### src/rtl/dm_arb_pkg.sv
// Shared definitions for the data-memory access arbiter.
// Holds the arbiter FSM state encoding and the default data-memory size.
package dm_arb_pkg;

  typedef enum logic [1:0] {
    IDLE   = 2'd0,
    ACCESS = 2'd1,
    RESP   = 2'd2
  } state_t;

  localparam int DATA_MEM_SIZE_DEF = 128;

endpackage

### src/rtl/dm_access_arbiter_rr_arb2.sv
// Two-way round-robin arbiter, purely combinational.
// A lone request wins outright. On a tie the port that did not win last time
// is granted. The last-grant history register lives in the parent.
module rr_arb2
  import dm_arb_pkg::*;
(
  input  logic [1:0] req,
  input  logic       last_gnt,
  output logic       gnt_valid,
  output logic       gnt_id
);

  // Tie goes to the port opposite the previous winner.
  always_comb begin
    gnt_valid = |req;
    if (req == 2'b11) begin
      gnt_id = ~last_gnt;
    end else begin
      gnt_id = req[1];
    end
  end

endmodule

### src/rtl/dm_access_arbiter.sv
// Shares one byte-addressed, big-endian data memory between the CPU MEM stage
// (port 0) and a DMA / loader port (port 1).
// A request is latched in IDLE or RESP, presented to the memory for a single
// ACCESS cycle, and acknowledged with a one-cycle pulse in RESP. Read data is
// forwarded straight from the memory's registered output while the ack is high.
// Optional build macro DM_ADDR_CHECK_EN: adds p0_err/p1_err and blocks
// misaligned or out-of-range accesses from reaching the memory.
module dm_access_arbiter
  import dm_arb_pkg::*;
#(
  parameter int DATA_MEM_SIZE = DATA_MEM_SIZE_DEF,
  parameter int ADDR_W        = 32,
  parameter int DATA_W        = 32
) (
  input  logic              clk,
  input  logic              rst,
  input  logic              p0_req,
  input  logic              p0_we,
  input  logic [ADDR_W-1:0] p0_addr,
  input  logic [DATA_W-1:0] p0_wdata,
  output logic              p0_ack,
  output logic [DATA_W-1:0] p0_rdata,
  input  logic              p1_req,
  input  logic              p1_we,
  input  logic [ADDR_W-1:0] p1_addr,
  input  logic [DATA_W-1:0] p1_wdata,
  output logic              p1_ack,
  output logic [DATA_W-1:0] p1_rdata,
  output logic [ADDR_W-1:0] dm_addr,
  output logic [DATA_W-1:0] dm_wdata,
  output logic              dm_write,
  output logic              dm_read,
  input  logic [DATA_W-1:0] dm_rdata,
  output logic              busy,
`ifdef DM_ADDR_CHECK_EN
  output logic              p0_err,
  output logic              p1_err,
`endif
  output logic              gnt_id
);

  state_t            state;
  logic              last_gnt;
  logic              we_q;
  logic [1:0]        arb_req;
  logic              arb_valid;
  logic              arb_id;
  logic              sel_we;
  logic [ADDR_W-1:0] sel_addr;
  logic [DATA_W-1:0] sel_wdata;
  logic              sel_ok;
  logic              rd_ok;

`ifdef DM_ADDR_CHECK_EN
  logic bad_q;

  // Word access must be aligned and fit entirely inside the memory.
  function automatic logic addr_ok(input logic [ADDR_W-1:0] a);
    return (a[1:0] == 2'b00) && (a <= ADDR_W'(DATA_MEM_SIZE - 4));
  endfunction

  assign sel_ok = addr_ok(sel_addr);
  assign rd_ok  = ~we_q & ~bad_q;
`else
  assign sel_ok = 1'b1;
  assign rd_ok  = ~we_q;
`endif

  // In RESP the port being acked may still hold req high; it must not win again.
  always_comb begin
    arb_req = {p1_req, p0_req};
    if (state == RESP) begin
      arb_req[gnt_id] = 1'b0;
    end
  end

  rr_arb2 u_arb (
    .req       (arb_req),
    .last_gnt  (last_gnt),
    .gnt_valid (arb_valid),
    .gnt_id    (arb_id)
  );

  assign sel_we    = arb_id ? p1_we    : p0_we;
  assign sel_addr  = arb_id ? p1_addr  : p0_addr;
  assign sel_wdata = arb_id ? p1_wdata : p0_wdata;

  assign busy = (state != IDLE);

  // Memory output is registered at the end of ACCESS, so it is valid during RESP.
  assign p0_rdata = (p0_ack && rd_ok) ? dm_rdata : '0;
  assign p1_rdata = (p1_ack && rd_ok) ? dm_rdata : '0;

  // Arbiter FSM: latch winner, drive one memory cycle, then pulse the ack.
  always_ff @(posedge clk or posedge rst) begin
    if (rst) begin
      state    <= IDLE;
      last_gnt <= 1'b1;
      gnt_id   <= 1'b0;
      we_q     <= 1'b0;
      dm_addr  <= '0;
      dm_wdata <= '0;
      dm_write <= 1'b0;
      dm_read  <= 1'b0;
      p0_ack   <= 1'b0;
      p1_ack   <= 1'b0;
`ifdef DM_ADDR_CHECK_EN
      bad_q    <= 1'b0;
      p0_err   <= 1'b0;
      p1_err   <= 1'b0;
`endif
    end else begin
      dm_write <= 1'b0;
      dm_read  <= 1'b0;
      p0_ack   <= 1'b0;
      p1_ack   <= 1'b0;
`ifdef DM_ADDR_CHECK_EN
      p0_err   <= 1'b0;
      p1_err   <= 1'b0;
`endif
      case (state)
        IDLE, RESP: begin
          if (arb_valid) begin
            state    <= ACCESS;
            last_gnt <= arb_id;
            gnt_id   <= arb_id;
            we_q     <= sel_we;
            dm_addr  <= sel_addr;
            dm_wdata <= sel_wdata;
            dm_write <= sel_we & sel_ok;
            dm_read  <= ~sel_we & sel_ok;
`ifdef DM_ADDR_CHECK_EN
            bad_q    <= ~sel_ok;
`endif
          end else begin
            state <= IDLE;
          end
        end
        ACCESS: begin
          state  <= RESP;
          p0_ack <= ~gnt_id;
          p1_ack <= gnt_id;
`ifdef DM_ADDR_CHECK_EN
          p0_err <= ~gnt_id & bad_q;
          p1_err <= gnt_id & bad_q;
`endif
        end
        default: begin
          state <= IDLE;
        end
      endcase
    end
  end

endmodule

### config.mk
export PLATFORM = sky130hd
export DESIGN_NAME = dm_access_arbiter
export DESIGN_NICKNAME = d
export VERILOG_FILES = /design/src/rtl/dm_arb_pkg.sv /design/src/rtl/dm_access_arbiter_rr_arb2.sv /design/src/rtl/dm_access_arbiter.sv
export SDC_FILE = /design/constraint.sdc
export NUM_CORES = 1
export LEC_CHECK = 0
export ABC_AREA = 1
export BUFFER_PORTS_ARGS = -buffer_cell sky130_fd_sc_hd__buf_2
export CAP_MARGIN = 20
export CORE_ASPECT_RATIO = 0.6
export CORE_UTILIZATION = 30
export CTS_CLUSTER_DIAMETER = 200
export DETAILED_ROUTE_END_ITERATION = 8
export SYNTH_ARGS = -nofsm -noshare
export SYNTH_HDL_FRONTEND = slang
export SYNTH_HIERARCHICAL = 1
export SYNTH_SLANG_ARGS = --single-unit
### constraint.sdc
create_clock -name clk -period 4.35 [get_ports clk]
set_input_delay 0.87 -clock clk [delete_from_list [all_inputs] [get_ports clk]]
set_output_delay 0.87 -clock clk [all_outputs]
set_load 0.05 [all_outputs]
### Yosys cells after proc, flatten, opt, wreduce, memory -nomap -nowiden

Cells that the tools add are included.

* magnitude comparators: 2
* eq/ne operators: 3
* mux-type cells: 17
* bitwise logic cells: 6
* reductions and logical operators: 8

Operator list (count)
* $mux 32: 4
* $mux 1: 10
* $eq 2x2->1 const B: 2
* $not 1->1: 4
* $pmux 2 s2: 1
* $reduce_or 2->1: 2
* $logic_and 1x1->1: 3
* $and 2x2->2: 1
* $eq 2x1->1 const B: 1
* $logic_not 2->1: 1
* $lt 1x2->1 const B: 1
* $mux 2: 1
* $not 2->2: 1
* $reduce_and 2->1: 1
* $reduce_bool 2->1: 1
* $demux 1 s1: 1
* $ge 1x1->1 const B: 1

* register bits after elaboration: 73
* input bits: 166
* output and inout bits: 134
* logic and storage cells: 46

### Longest topological paths before layout

Gate-level depths: netlist of the first run.

* depth in word-level cells: 13
* gate-level depth with buffers: 14
* mapped depth without buffers: 12

### By module

Netlist of the first run, hierarchy kept.

By module, submodules not included
* dm_access_arbiter: times used 1, cells each 619, area each 3970.1 um^2, sequential area each 1828.0 um^2
* rr_arb2: times used 1, cells each 3, area each 15.0 um^2, sequential area each 0.0 um^2

### Worst setup path before layout of the first run

No wires, ideal clock.

* path type: register -> output
* start point: reg p0_ack
* end point: out p0_rdata[10]
* data arrival time: 1677 ps
* required time: 3480 ps
* slack: 1803 ps
* stages on the path, launching flop included: 4
* path buffers: 1
* path through: dfrtp_1 -> nand2_1 -> clkbuf_1 -> nor2_1

* cells in the longest elaborated chain, start to end: 2

Ends and longest elaborated chain
* start: declaration: RTL line dm_access_arbiter.sv:21 `output logic p0_ack,`
* start signal: assignment: RTL line dm_access_arbiter.sv:141 `p0_ack <= ~gnt_id;`
* $logic_and 1x1->1: RTL line dm_access_arbiter.sv:91 `assign p0_rdata = (p0_ack && rd_ok) ? dm_rdata : '0;`
* $mux 32: RTL line dm_access_arbiter.sv:91
* end: declaration: RTL line dm_access_arbiter.sv:22 `output logic [DATA_W-1:0] p0_rdata,`

Every way passes these cells.

### Worst setup path after layout of the first run

* start point: reg we_q
* end point: out p0_rdata[25]

* cells in the longest elaborated chain, start to end: 3

Ends and longest elaborated chain
* start: declaration: RTL line dm_access_arbiter.sv:44 `logic we_q;`
* start signal: assignment: RTL line dm_access_arbiter.sv:127 `we_q <= sel_we;`
* $not 1->1: RTL line dm_access_arbiter.sv:66 `assign rd_ok = ~we_q;`
* $logic_and 1x1->1: RTL line dm_access_arbiter.sv:91
* $mux 32: RTL line dm_access_arbiter.sv:91

Every way passes these cells.

==> results of run 1 <==
[final cells by class]
cell class | instances | area [um^2]
clock buffer | 10 | 229.0
multi-input combinational | 473 | 1808
inverter | 42 | 158.9
timing repair buffer | 305 | 1562
sequential | 73 | 1828
clock inverter | 6 | 43.79
tap | 170 | 212.7
fill | 1409 | 7051
[cells by family (layout without fill, tap and decap cells)]
kind of cell    after synthesis  count (layout)  synth area share
compound gates                3               3          0.004394
flops                        73              73            0.4587
simple gates                470             470            0.4465
buf+inv                      76             363           0.09042
[flip-flops by register name, summed over array words and instances (netlist names)]
register,cells
dm_addr,32
dm_read,1
state,2
p1_ack,1
last_gnt,1
p0_ack,1
dm_wdata,32
gnt_id,1
we_q,1
dm_write,1
[worst max-delay path, stage by stage, from the launching register on]
cell and delay, ps:
sky130_fd_sc_hd__dfrtp_1 370, sky130_fd_sc_hd__inv_1 70, sky130_fd_sc_hd__nand2_1 550, sky130_fd_sc_hd__nor2_1 280, sky130_fd_sc_hd__buf_2 310
[synthesized netlist by cell type, drive strengths merged]
cell type  instances
dfrtp             72
nor2              68
a21oi              1
clkbuf            11
dfstp              1
o21ai              1
or2                1
nand2            399
inv               42
buf               23
a21boi             1
nor3               2
[path summary, 6_finish.rpt]
| kind | startpoint | to | slack, ps | cells after the start |
|---|---|---|---|---|
| worst max-delay path | we_q | p0_rdata[25] | 1570 | 4 |
| worst min-delay path | dm_addr[30] | dm_addr[30] | 470 | 2 |
| worst max register to register | state[0] | dm_wdata[2] | 2070 | 7 |
| worst min register to register | dm_addr[30] | dm_addr[30] | 470 | 2 |
| max in group asynchronous | rst | dm_wdata[18] | 2820 | 3 |
| min in group asynchronous | rst | dm_addr[21] | 640 | 2 |
[power breakdown]
| part | internal, W | switching, W | total, W |
|---|---|---|---|
| logic | 0.000583 | 0.00218 | 0.00277 |
| registers | 0.000995 | 0.000174 | 0.00117 |
| clock network | 0.000388 | 0.000287 | 0.000675 |
| total | 0.00197 | 0.00264 | 0.00461 |
[layer usage]
layer  track usage  routed length (um)  vias to the layer above
met4       0.03583                  70                        2
met1        0.2293                5763                     1880
met2        0.3200                6077                      153
li1              -                   -                     2377
met3       0.05879                 967                        9
met5             0                  13                        -
[stage by stage]
step / power [W] / worst slack (ps) / instance area [um^2] / utilization / std cells
6_report: 0.004609 / 1571 / 5842 / 0.4531 / 1079
3_5_place_dp: 0.003964 / 1603 / 5542 / 0.4298 / 1062
3_3_place_gp: 0.003962 / 1656 / 5542 / 0.4298 / 1062
2_1_floorplan: 0.003302 / 1628 / 3985 / - / 622
4_1_cts: 0.004668 / 1502 / 5814 / 0.4510 / 1078
5_1_grt: 0.004910 / 1360 / 5842 / 0.4531 / 1079
[cell usage in the layout, fill, tap and decap left out]
master / instances
sky130_fd_sc_hd__clkinv_4: 2
sky130_fd_sc_hd__o21ai_0: 1
sky130_fd_sc_hd__nor2_4: 1
sky130_fd_sc_hd__buf_16: 1
sky130_fd_sc_hd__clkbuf_1: 1
sky130_fd_sc_hd__or2_1: 1
sky130_fd_sc_hd__clkinvlp_4: 1
sky130_fd_sc_hd__nor3_1: 2
sky130_fd_sc_hd__nand2_2: 1
sky130_fd_sc_hd__a21oi_4: 1
sky130_fd_sc_hd__inv_2: 3
sky130_fd_sc_hd__clkinv_2: 3
sky130_fd_sc_hd__buf_4: 5
sky130_fd_sc_hd__nor2_1: 67
sky130_fd_sc_hd__clkbuf_16: 9
sky130_fd_sc_hd__nand2_1: 398
sky130_fd_sc_hd__a21boi_0: 1
sky130_fd_sc_hd__inv_6: 1
sky130_fd_sc_hd__buf_2: 299
sky130_fd_sc_hd__dfrtp_1: 72
sky130_fd_sc_hd__inv_1: 38
sky130_fd_sc_hd__dfstp_2: 1
==> Flow_metrics.wiki, run 1 <==
{| class="wikitable"
! Metric !! Value
|-
| Port Buffers || between 200 and 300
|-
| Number of design rule violations left after detail routing || 0
|-
| Number of DRC markers in iteration 0 || 182
|-
| Share of the clock period used by the worst path after layout || 0.6388
|-
| Vias after detailed routing || approximately 4.4k
|-
| Number of buffers inserted during clock tree synthesis || 9
|-
| Layout area overhead || 46.59%
|-
| Die Area || 13,760 um^2
|-
| Final setup skew || 5.644 ps
|-
| Number of diodes added for antenna fixing || 0
|-
| Min Hold Slack || 472.6 ps
|-
| Slew @ Worst Pin || 995.0 ps
|-
| Remaining antenna violation count after routing || 0
|-
| Number of distinct library cells after synthesis || 18
|-
| Max Slew Vio Count || 0
|-
| Share of the synthesized area in the top cell type || 0.4521
|-
| Number of warnings printed during yosys synthesis || 6
|-
| Post-CTS setup-driven buffer insertion count || 0
|-
| Total of hold buffers inserted after clock tree synthesis || 0
|-
| Routed len/inst || 11.95 um
|-
| Final number of setup-violating endpoints || 0
|-
| Maximum number of pins on one net before global-route repair || 67
|-
| Leak pwr || just under 4 nW
|-
| Final-layout setup total negative slack || 0 ps
|-
| Period minus WS final || between 2000 and 3000 ps
|-
| Max_cap viols || 0
|-
| Count of TritonRoute iterations in the first routing pass || 4
|-
| Class of the most critical setup path || reg -> out
|-
| Sort of element at the start of the critical path || register
|-
| Total track usage || 0.1866
|-
| Vertical die dimension || 91.28 um
|-
| IO Count || 300
|-
| Sum of routed wire length over all layers || 12.89 mm
|-
| Layout Nets || 1,070
|-
| Gr ovfl total || 0
|-
| Status || completed
|-
| Most area-hungry cell type in the Yosys netlist || sky130_fd_sc_hd__dfrtp_1
|-
| Power Density || 788.9 nW/um^2
|-
| Clock-pin transition on the worst setup and hold timing paths || 60 ps
|-
| Arrival time of data at the critical path endpoint || 1910 ps
|-
| Via count of the first global-routing pass || approximately 3.9k
|-
| Critical Path Sink Type || output port
|-
| Root buf cell || sky130_fd_sc_hd__clkbuf_16
|-
| Synthesized net count || between 700 and 800
|-
| Post-CTS sizing || 0
|-
| Width of the die || ~150 um
|-
| Fraction of final layout cells with drive strength greater than 1 || 0.3608
|-
| Worst-case vdd ir drop || 0.3635 mV
|-
| Mapped Area || 3985 um^2
|-
| Hold violation count in the final report || 0
|-
| Biggest area contributors in the synthesized netlist || sky130_fd_sc_hd__dfrtp_1, sky130_fd_sc_hd__nand2_1, sky130_fd_sc_hd__nor2_1
|-
| Rel. slew slack || 0.3351
|-
| Worst-case clock buffer depth || 2
|-
| Worst min path class || reg -> reg
|-
| Largest fanout on the critical path || 32
|-
| Initial core utilization || 0.3091
|-
| Number of standard-cell rows in the floorplan || 32
|-
| Peak clock frequency supported by timing || 359.9 MHz
|-
| Synthesized netlist cell count || 622
|-
| Number of H-tree levels || 3
|-
| Detailed placement HPWL || 9.638 mm
|-
| TritonCTS clock tree || built
|-
| Avg Synthesized Cell Area || 6.407 um^2
|-
| Via-to-Cell Ratio || approximately 4.1
|-
| Clock sink total || 73
|-
| Unrepaired setup endpoints after global routing || no
|-
| Post-synthesis sequential element count || between 70 and 80
|-
| Core footprint || approximately 13,000 um^2
|-
| RePlAce Congestion || 0.7946
|-
| Fraction of the yosys area taken by sequential cells || 0.4587
|-
| Clock latency at the later pin of the worst-skew pair || 330 ps
|-
| Initial antenna violation count || 1
|-
| Global-route wire length before repair || 19.94 mm
|-
| Critical path required time || 3480 ps
|}
(Power assumes the default switching activity.)
==> run 2, diff against run 1 <==
==> constraint.sdc (replaced) <==
create_clock -name clk -period 2.85 [get_ports clk]
set_input_delay 0.57 -clock clk [delete_from_list [all_inputs] [get_ports clk]]
set_output_delay 0.57 -clock clk [all_outputs]
set_load 0.05 [all_outputs]
==> run 2 against run 1 <==
  * Sequential power rose by 52%
  * Global-route usage is 0.17 points higher
  * Clock-buffer cell count stayed put
  * Sequential share of layout area is 0.48 points lower
  * Setup slack worse by 760 ps
  * Combinational power is 55% higher
  * Wire length grew 0.51%
  * Critical path type unchanged
  * Critical endpoint is now p0_rdata[30]
==> Flow_metrics.wiki, run 2 (synthesis results as in run 1) <==
{| class="wikitable"
! Metric !! Value
|-
| Switching Fraction || 0.5626
|-
| Sort of element at the start of the critical path || register
|-
| Total track usage || 0.1883
|-
| Worst R2R End || dm_wdata[2]
|-
| Root buf cell || sky130_fd_sc_hd__clkbuf_16
|-
| Initial antenna violation count || 0
|-
| Maximum number of pins on one net before global-route repair || 67
|-
| Max Slew Vio Count || 0
|-
| Leak pwr || slightly below 4 nW
|-
| Worst-case clock buffer depth || 2
|-
| Power share of the clock group || 0.156
|-
| Number of standard-cell rows in the floorplan || 32
|-
| Slowest-stage cell, CP || sky130_fd_sc_hd__dfrtp_1
|-
| Clock latency at the later pin of the worst-skew pair || 330 ps
|-
| Final number of setup-violating endpoints || 0
|-
| Total of hold buffers inserted after clock tree synthesis || 0
|-
| Number of buffers inserted during clock tree synthesis || 9
|-
| Period minus WS final || between 2000 and 2500 ps
|-
| Rel. slew slack || 0.5574
|-
| Critical path destination || p0_rdata[30]
|-
| Layout area overhead || 48.85%
|-
| Remaining antenna violation count after routing || 0
|-
| Logic depth of the worst path, buffers included || 5
|-
| Number of H-tree levels || 3
|-
| Width of the die || approximately 150 um
|-
| Combined buffer and inverter count along the critical path || 3
|-
| Final setup skew || between 6 and 7 ps
|-
| Power Density || 1211 nW/um^2
|-
| Via count of the first global-routing pass || 4,027
|-
| Number of DRC markers in iteration 0 || 157
|-
| Net load switching power || 0.004042 W
|-
| Critical path required time || 2280 ps
|-
| Initial core utilization || 0.3091
|-
| Internal power consumption || 0.003142 W
|-
| Arrival time of data at the critical path endpoint || 1470 ps
|-
| Slew @ Worst Pin || 663.9 ps
|-
| Port Buffers || 299
|-
| Hold violation count in the final report || 0
|-
| Final instance area || around 6000 um^2
|-
| Number of diodes added for antenna fixing || 0
|-
| Largest fanout on the critical path || 32
|-
| Worst-case vdd ir drop || 0.5706 mV
|-
| Fraction of final layout cells with drive strength greater than 1 || 0.3647
|-
| Cell Area, Placed || 5637 um^2
|-
| Status || completed
|-
| Combinational fraction of design power || 0.596
|-
| Registers with the most flip-flops || dm_addr x32, dm_wdata x32, state x2
|-
| Sequence of cells on the critical path || inv_1 -> nand2_1 -> buf_4 -> nor2_1 -> buf_2
|-
| Critical Path Sink Type || output port
|-
| Post-CTS setup-driven buffer insertion count || 0
|-
| Min Hold Slack || 273.9 ps
|-
| RePlAce Congestion || 0.8016
|-
| Startpoint of the worst setup timing path || we_q
|-
| Share of the clock period used by the worst path after layout || 0.7144
|-
| Routed len/inst || 11.96 um
|-
| Gr ovfl total || 0
|-
| Final-layout setup total negative slack || 0 ps
|-
| Post-CTS sizing || 0
|-
| Number of design rule violations left after detail routing || 0
|-
| Family with the most delay on the worst path || buffers and inverters
|-
| Core footprint || 12,890 um^2
|-
| Setup slack on the worst flop-to-flop path || 910 ps
|-
| Worst slack at placement || roughly 750 ps
|-
| Clock sink total || 73
|-
| Class of the most critical setup path || reg -> out
|-
| Worst min path class || in -> async
|-
| TritonCTS clock tree || built
|-
| Unrepaired setup endpoints after global routing || no
|-
| Count of TritonRoute iterations in the first routing pass || 4
|-
| Die Area || 13,760 um^2
|-
| Detailed placement HPWL || 9.829 mm
|-
| Commonest non-fill, non-tap cells in the layout || sky130_fd_sc_hd__nand2_1, sky130_fd_sc_hd__buf_2, sky130_fd_sc_hd__dfrtp_1
|-
| Worst setup margin || between 800 and 900 ps
|-
| Max_cap viols || 0
|-
| Vertical die dimension || 91.28 um
|-
| Part of the power in registers || 0.248
|-
| Critical register-to-register path startpoint || state[1]
|-
| Vias after detailed routing || 4,472
|-
| Clock-pin transition on the worst setup and hold timing paths || ~60 ps
|-
| IO Count || 300
|-
| Worst Reg-to-Reg Cells || 8
|-
| Via-to-Cell Ratio || a little over 4
|-
| Max stage delay on crit path || 380 ps
|-
| Post-layout power || 0.007184 W
|-
| Sum of routed wire length over all layers || 12.96 mm
|-
| Layout Nets || 1,075
|-
| Peak clock frequency supported by timing || 491.1 MHz
|-
| Global-route wire length before repair || between 20 and 25 mm
|-
| Most common library cell in the layout ignoring fill and taps || sky130_fd_sc_hd__nand2_1
|}
-- run 2: changes by cell type in the layout (fill, tap and decap cells not counted), sizes merged --
| cell | previous run | this run |
|---|---|---|
| buf | 305 | 310 |
| bufinv | 0 | 1 |
| clkinv | 5 | 4 |
| inv | 42 | 41 |
-- run 2: power groups by stage --
stage	Clock (W)	Sequential, W	Combinational (W)
floorplan	0	0.00337	0.00167
global placement	0	0.00181	0.00430
detailed placement	0	0.00178	0.00433
CTS	0.00116	0.00179	0.00433
global route	0.00120	0.00185	0.00460
finish	0.00112	0.00178	0.00428
-- run 2: per-layer routing --
metal | vias to the layer above | GRT usage | part of all wire
li1 | 2376 | - | -
met1 | 1943 | 0.2506 | 0.47
met2 | 146 | 0.3035 | 0.46
met3 | 7 | 0.05075 | 0.065
met4 | 0 | 0.04167 | 0.0063
met5 | - | 0 | 0
-- run 2: through the flow --
step / std cells / util
final: 1083 / 0.4601
after global routing: 1083 / 0.4601
after CTS: 1083 / 0.4601
after detailed placement: 1068 / 0.4372
after global placement: 1068 / 0.4372
after floorplan: 622 / -
-- run 2: final cells by class --
class	instances	area [um^2]
Fill cell	1378	6960
Sequential cell	73	1828
Multi-Input combinational cell	473	1808
Timing Repair Buffer	310	1629
Clock buffer	10	239.0
Tap cell	170	212.7
Inverter	42	158.9
Clock inverter	5	56.30
-- run 2: how the worst min path moves through the flow --
stage	startpoint	endpoint	slack, ps	cells after the start
after floorplan	state[1]	state[1]	450	1
after global placement	dm_addr[21]	dm_addr[21]	460	2
after detailed placement	dm_wdata[8]	dm_wdata[8]	460	2
after CTS	rst	dm_wdata[13]	280	2
after global routing	rst	dm_wdata[13]	310	2
final	rst	dm_wdata[13]	270	2
-- run 2: worst reg2reg max path, stage by stage, from the launching register on --
cell and delay, ps:
sky130_fd_sc_hd__dfrtp_1 400, sky130_fd_sc_hd__inv_1 80, sky130_fd_sc_hd__nor2_1 50, sky130_fd_sc_hd__a21boi_0 330, sky130_fd_sc_hd__or2_1 210, sky130_fd_sc_hd__nand2_2 300
sky130_fd_sc_hd__buf_4 330, sky130_fd_sc_hd__nand2_1 90, sky130_fd_sc_hd__nand2_1 50
==> run 3, diff against run 2 <==
--- a/config.mk
+++ b/config.mk
@@ -12,6 +12,7 @@
 export CORE_UTILIZATION = 30
 export CTS_CLUSTER_DIAMETER = 200
 export DETAILED_ROUTE_END_ITERATION = 8
+export PLACE_DENSITY = 0.65
 export SYNTH_ARGS = -nofsm -noshare
 export SYNTH_HDL_FRONTEND = slang
 export SYNTH_HIERARCHICAL = 1
==> constraint.sdc (replaced) <==
create_clock -name clk -period 1.8 [get_ports clk]
set_input_delay 0.36 -clock clk [delete_from_list [all_inputs] [get_ports clk]]
set_output_delay 0.36 -clock clk [all_outputs]
set_load 0.05 [all_outputs]
==> run 3 against run 2 <==
  * Flip-flop and latch count unchanged
  * Sequential power increased by 58%
  * Clock skew increased by 4.6 ps
  * Clock power increased by 51%
  * Design area increased by 12%
  * Register-to-register slack got worse by 750 ps
  * Final cell count increased by 1.0%
  * Wire length increased by 12%
  * Die area unchanged
  * Largest power group unchanged
  * Combinational power increased by 76%
  * Clock-buffer cell count increased by 1
  * The run now ends with negative setup slack left
  * Largest cell class is now buffers
  * Non-clock buffer count increased by 10
==> Flow_metrics.wiki, run 3 (synthesis results as in run 1) <==
{| class="wikitable"
! Metric !! Value
|-
| Clock-pin transition on the worst setup and hold timing paths || 60 ps
|-
| Number of design rule violations left after detail routing || 0
|-
| Worst slack at placement || 90.30 ps
|-
| Gr ovfl total || 0
|-
| Number of buffers inserted during clock tree synthesis || 9
|-
| Class of the most critical setup path || reg -> out
|-
| Arrival time of data at the critical path endpoint || around 1500 ps
|-
| Fraction of final layout cells with drive strength greater than 1 || 0.4167
|-
| Initial antenna violation count || 1
|-
| Final setup skew || around 12 ps
|-
| Detailed placement HPWL || 10.35 mm
|-
| Port Buffers || 299
|-
| Largest fanout on the critical path || 15
|-
| Layout Nets || 1,085
|-
| Global-route wire length before repair || 20.75 mm
|-
| Maximum number of pins on one net before global-route repair || 34
|-
| Sequence of cells on the critical path || inv_2 -> nand2_1 -> buf_4 -> nor2_1 -> buf_6
|-
| Worst-case vdd ir drop || ~1.0 mV
|-
| Failing checks || negative setup slack
|-
| Remaining antenna violation count after routing || 0
|-
| Initial core utilization || 0.3091
|-
| Root buf cell || sky130_fd_sc_hd__clkbuf_16
|-
| IO Count || 300
|-
| Total of hold buffers inserted after clock tree synthesis || 0
|-
| Power Density || 1822 nW/um^2
|-
| Width of the die || 150.8 um
|-
| Max Slew Vio Count || 0
|-
| TritonCTS clock tree || built
|-
| RePlAce Congestion || between 0.7 and 0.8
|-
| Core footprint || 12,890 um^2
|-
| Vertical die dimension || 91.28 um
|-
| Sort of element at the start of the critical path || register
|-
| Worst-case clock buffer depth || 2
|-
| Share of the clock period used by the worst path after layout || 1.007
|-
| Sum of routed wire length over all layers || roughly 15 mm
|-
| Critical path required time || 1440 ps
|-
| Clock latency at the later pin of the worst-skew pair || 330 ps
|-
| Clock sink total || 73
|-
| Post-layout power || 0.01206 W
|-
| Die Area || 13,760 um^2
|-
| Peak clock frequency supported by timing || between 500 and 600 MHz
|-
| Commonest non-fill, non-tap cells in the layout || sky130_fd_sc_hd__nand2_1, sky130_fd_sc_hd__buf_2, sky130_fd_sc_hd__dfrtp_1
|-
| Period minus WS final || roughly 1800 ps
|-
| Final number of setup-violating endpoints || 2
|-
| Worst setup margin || -12.92 ps
|-
| Number of standard-cell rows in the floorplan || 32
|-
| Unrepaired setup endpoints after global routing || yes
|-
| Critical Path Sink Type || output port
|-
| Via-to-Cell Ratio || around 4.3
|-
| Total track usage || 0.1937
|-
| Routed len/inst || 13.32 um
|-
| Worst min path class || in -> async
|-
| Number of diodes added for antenna fixing || 0
|-
| Number of DRC markers in iteration 0 || ~150
|-
| Slowest-stage cell, CP || sky130_fd_sc_hd__dfrtp_1
|-
| Layout area overhead || 66.06%
|-
| Most common library cell in the layout ignoring fill and taps || sky130_fd_sc_hd__nand2_1
|-
| Slew @ Worst Pin || 579.1 ps
|-
| Leak pwr || 4.090 nW
|-
| Status || finished with violations
|-
| Max stage delay on crit path || 400 ps
|-
| Number of H-tree levels || 3
|-
| Count of TritonRoute iterations in the first routing pass || 4
|-
| Final-layout setup total negative slack || -19.92 ps
|-
| Via count of the first global-routing pass || 4,115
|-
| Rel. slew slack || 0.6132
|-
| Registers with the most flip-flops || dm_addr x32, dm_wdata x32, state x2
|-
| Max_cap viols || 0
|-
| Hold violation count in the final report || 0
|-
| Vias after detailed routing || 4,702
|}
==> run 3: changes by cell type in the layout (fill, tap and decap cells not counted), moves of 2 or more <==
cell | previous run | this run
sky130_fd_sc_hd__nand2_4 | 0 | 2
sky130_fd_sc_hd__buf_12 | 4 | 11
sky130_fd_sc_hd__clkinv_2 | 3 | 1
sky130_fd_sc_hd__clkbuf_16 | 9 | 11
sky130_fd_sc_hd__nor2_2 | 0 | 39
sky130_fd_sc_hd__buf_2 | 299 | 235
sky130_fd_sc_hd__nor2_1 | 67 | 27
sky130_fd_sc_hd__buf_4 | 7 | 13
sky130_fd_sc_hd__buf_6 | 0 | 59
==> run 3: path summary, 6_finish.rpt <==
kind                                     end  slack (ps)        start  depth (start not counted)
worst max register to register          we_q         160     state[1]                         11
worst min-delay path            dm_wdata[13]         100          rst                          2
worst max-delay path            p1_rdata[23]         -10         we_q                          5
min in group clk                  dm_addr[4]         310   p0_addr[4]                          5
worst min register to register   dm_addr[23]         470  dm_addr[23]                          2
max in group asynchronous           last_gnt        1130          rst                          3
==> run 3: cell type report <==
class | count | area [um^2]
fillers | 1281 | 6275
repair buffers | 320 | 2208
clock buffers | 11 | 242.7
inverters | 42 | 161.4
multi-input cells | 473 | 1926
well taps | 170 | 212.7
flip-flops and latches | 73 | 1828
clock inverters | 5 | 38.79
==> run 3: through the flow <==
step | util | hold WS [ps] | cells | instance area [um^2]
4_1_cts | 0.4789 | 103.9 | 1091 | 6175
3_5_place_dp | 0.4473 | 457.4 | 1075 | 5767
3_3_place_gp | 0.4473 | 450.5 | 1075 | 5767
5_1_grt | 0.5133 | 121.6 | 1094 | 6618
2_1_floorplan | - | 447.2 | 622 | 3989
6_report | 0.5133 | 95.27 | 1094 | 6618
==> run 3: metal layers <==
metal / vias to the layer above / share of wire / GRT usage
met2: 166 / 0.49 / 0.3314
met3: 12 / 0.068 / 0.05779
met5: - / 0.00089 / 0
met4: 2 / 0.0072 / 0.03000
li1: 2405 / - / -
met1: 2117 / 0.44 / 0.2431
==> run 3: timing repair <==
| item | 4_1_cts | 5_1_grt |
|---|---|---|
| pin swaps | 0 | 1 |
| endpoints found under the setup margin | 49 | 115 |
| gates resized for setup | 50 | 137 |
| buffers inserted | 0 | 1 |
| cloned | 0 | 2 |
==> run 3: power by group <==
part	internal, W	switching, W	leakage [nW]
clock	0.000979	0.000715	0.136
sequential	0.00240	0.000418	0.907
combinational	0.00199	0.00555	3.05
==> run 3: worst max-delay path, delay by kind of cell, from the launching register on <==
kind / cells / cell delay, ps
flip-flops: 1 / 400
AND/OR/NAND/NOR: 2 / 240
buffers and inverters: 3 / 490
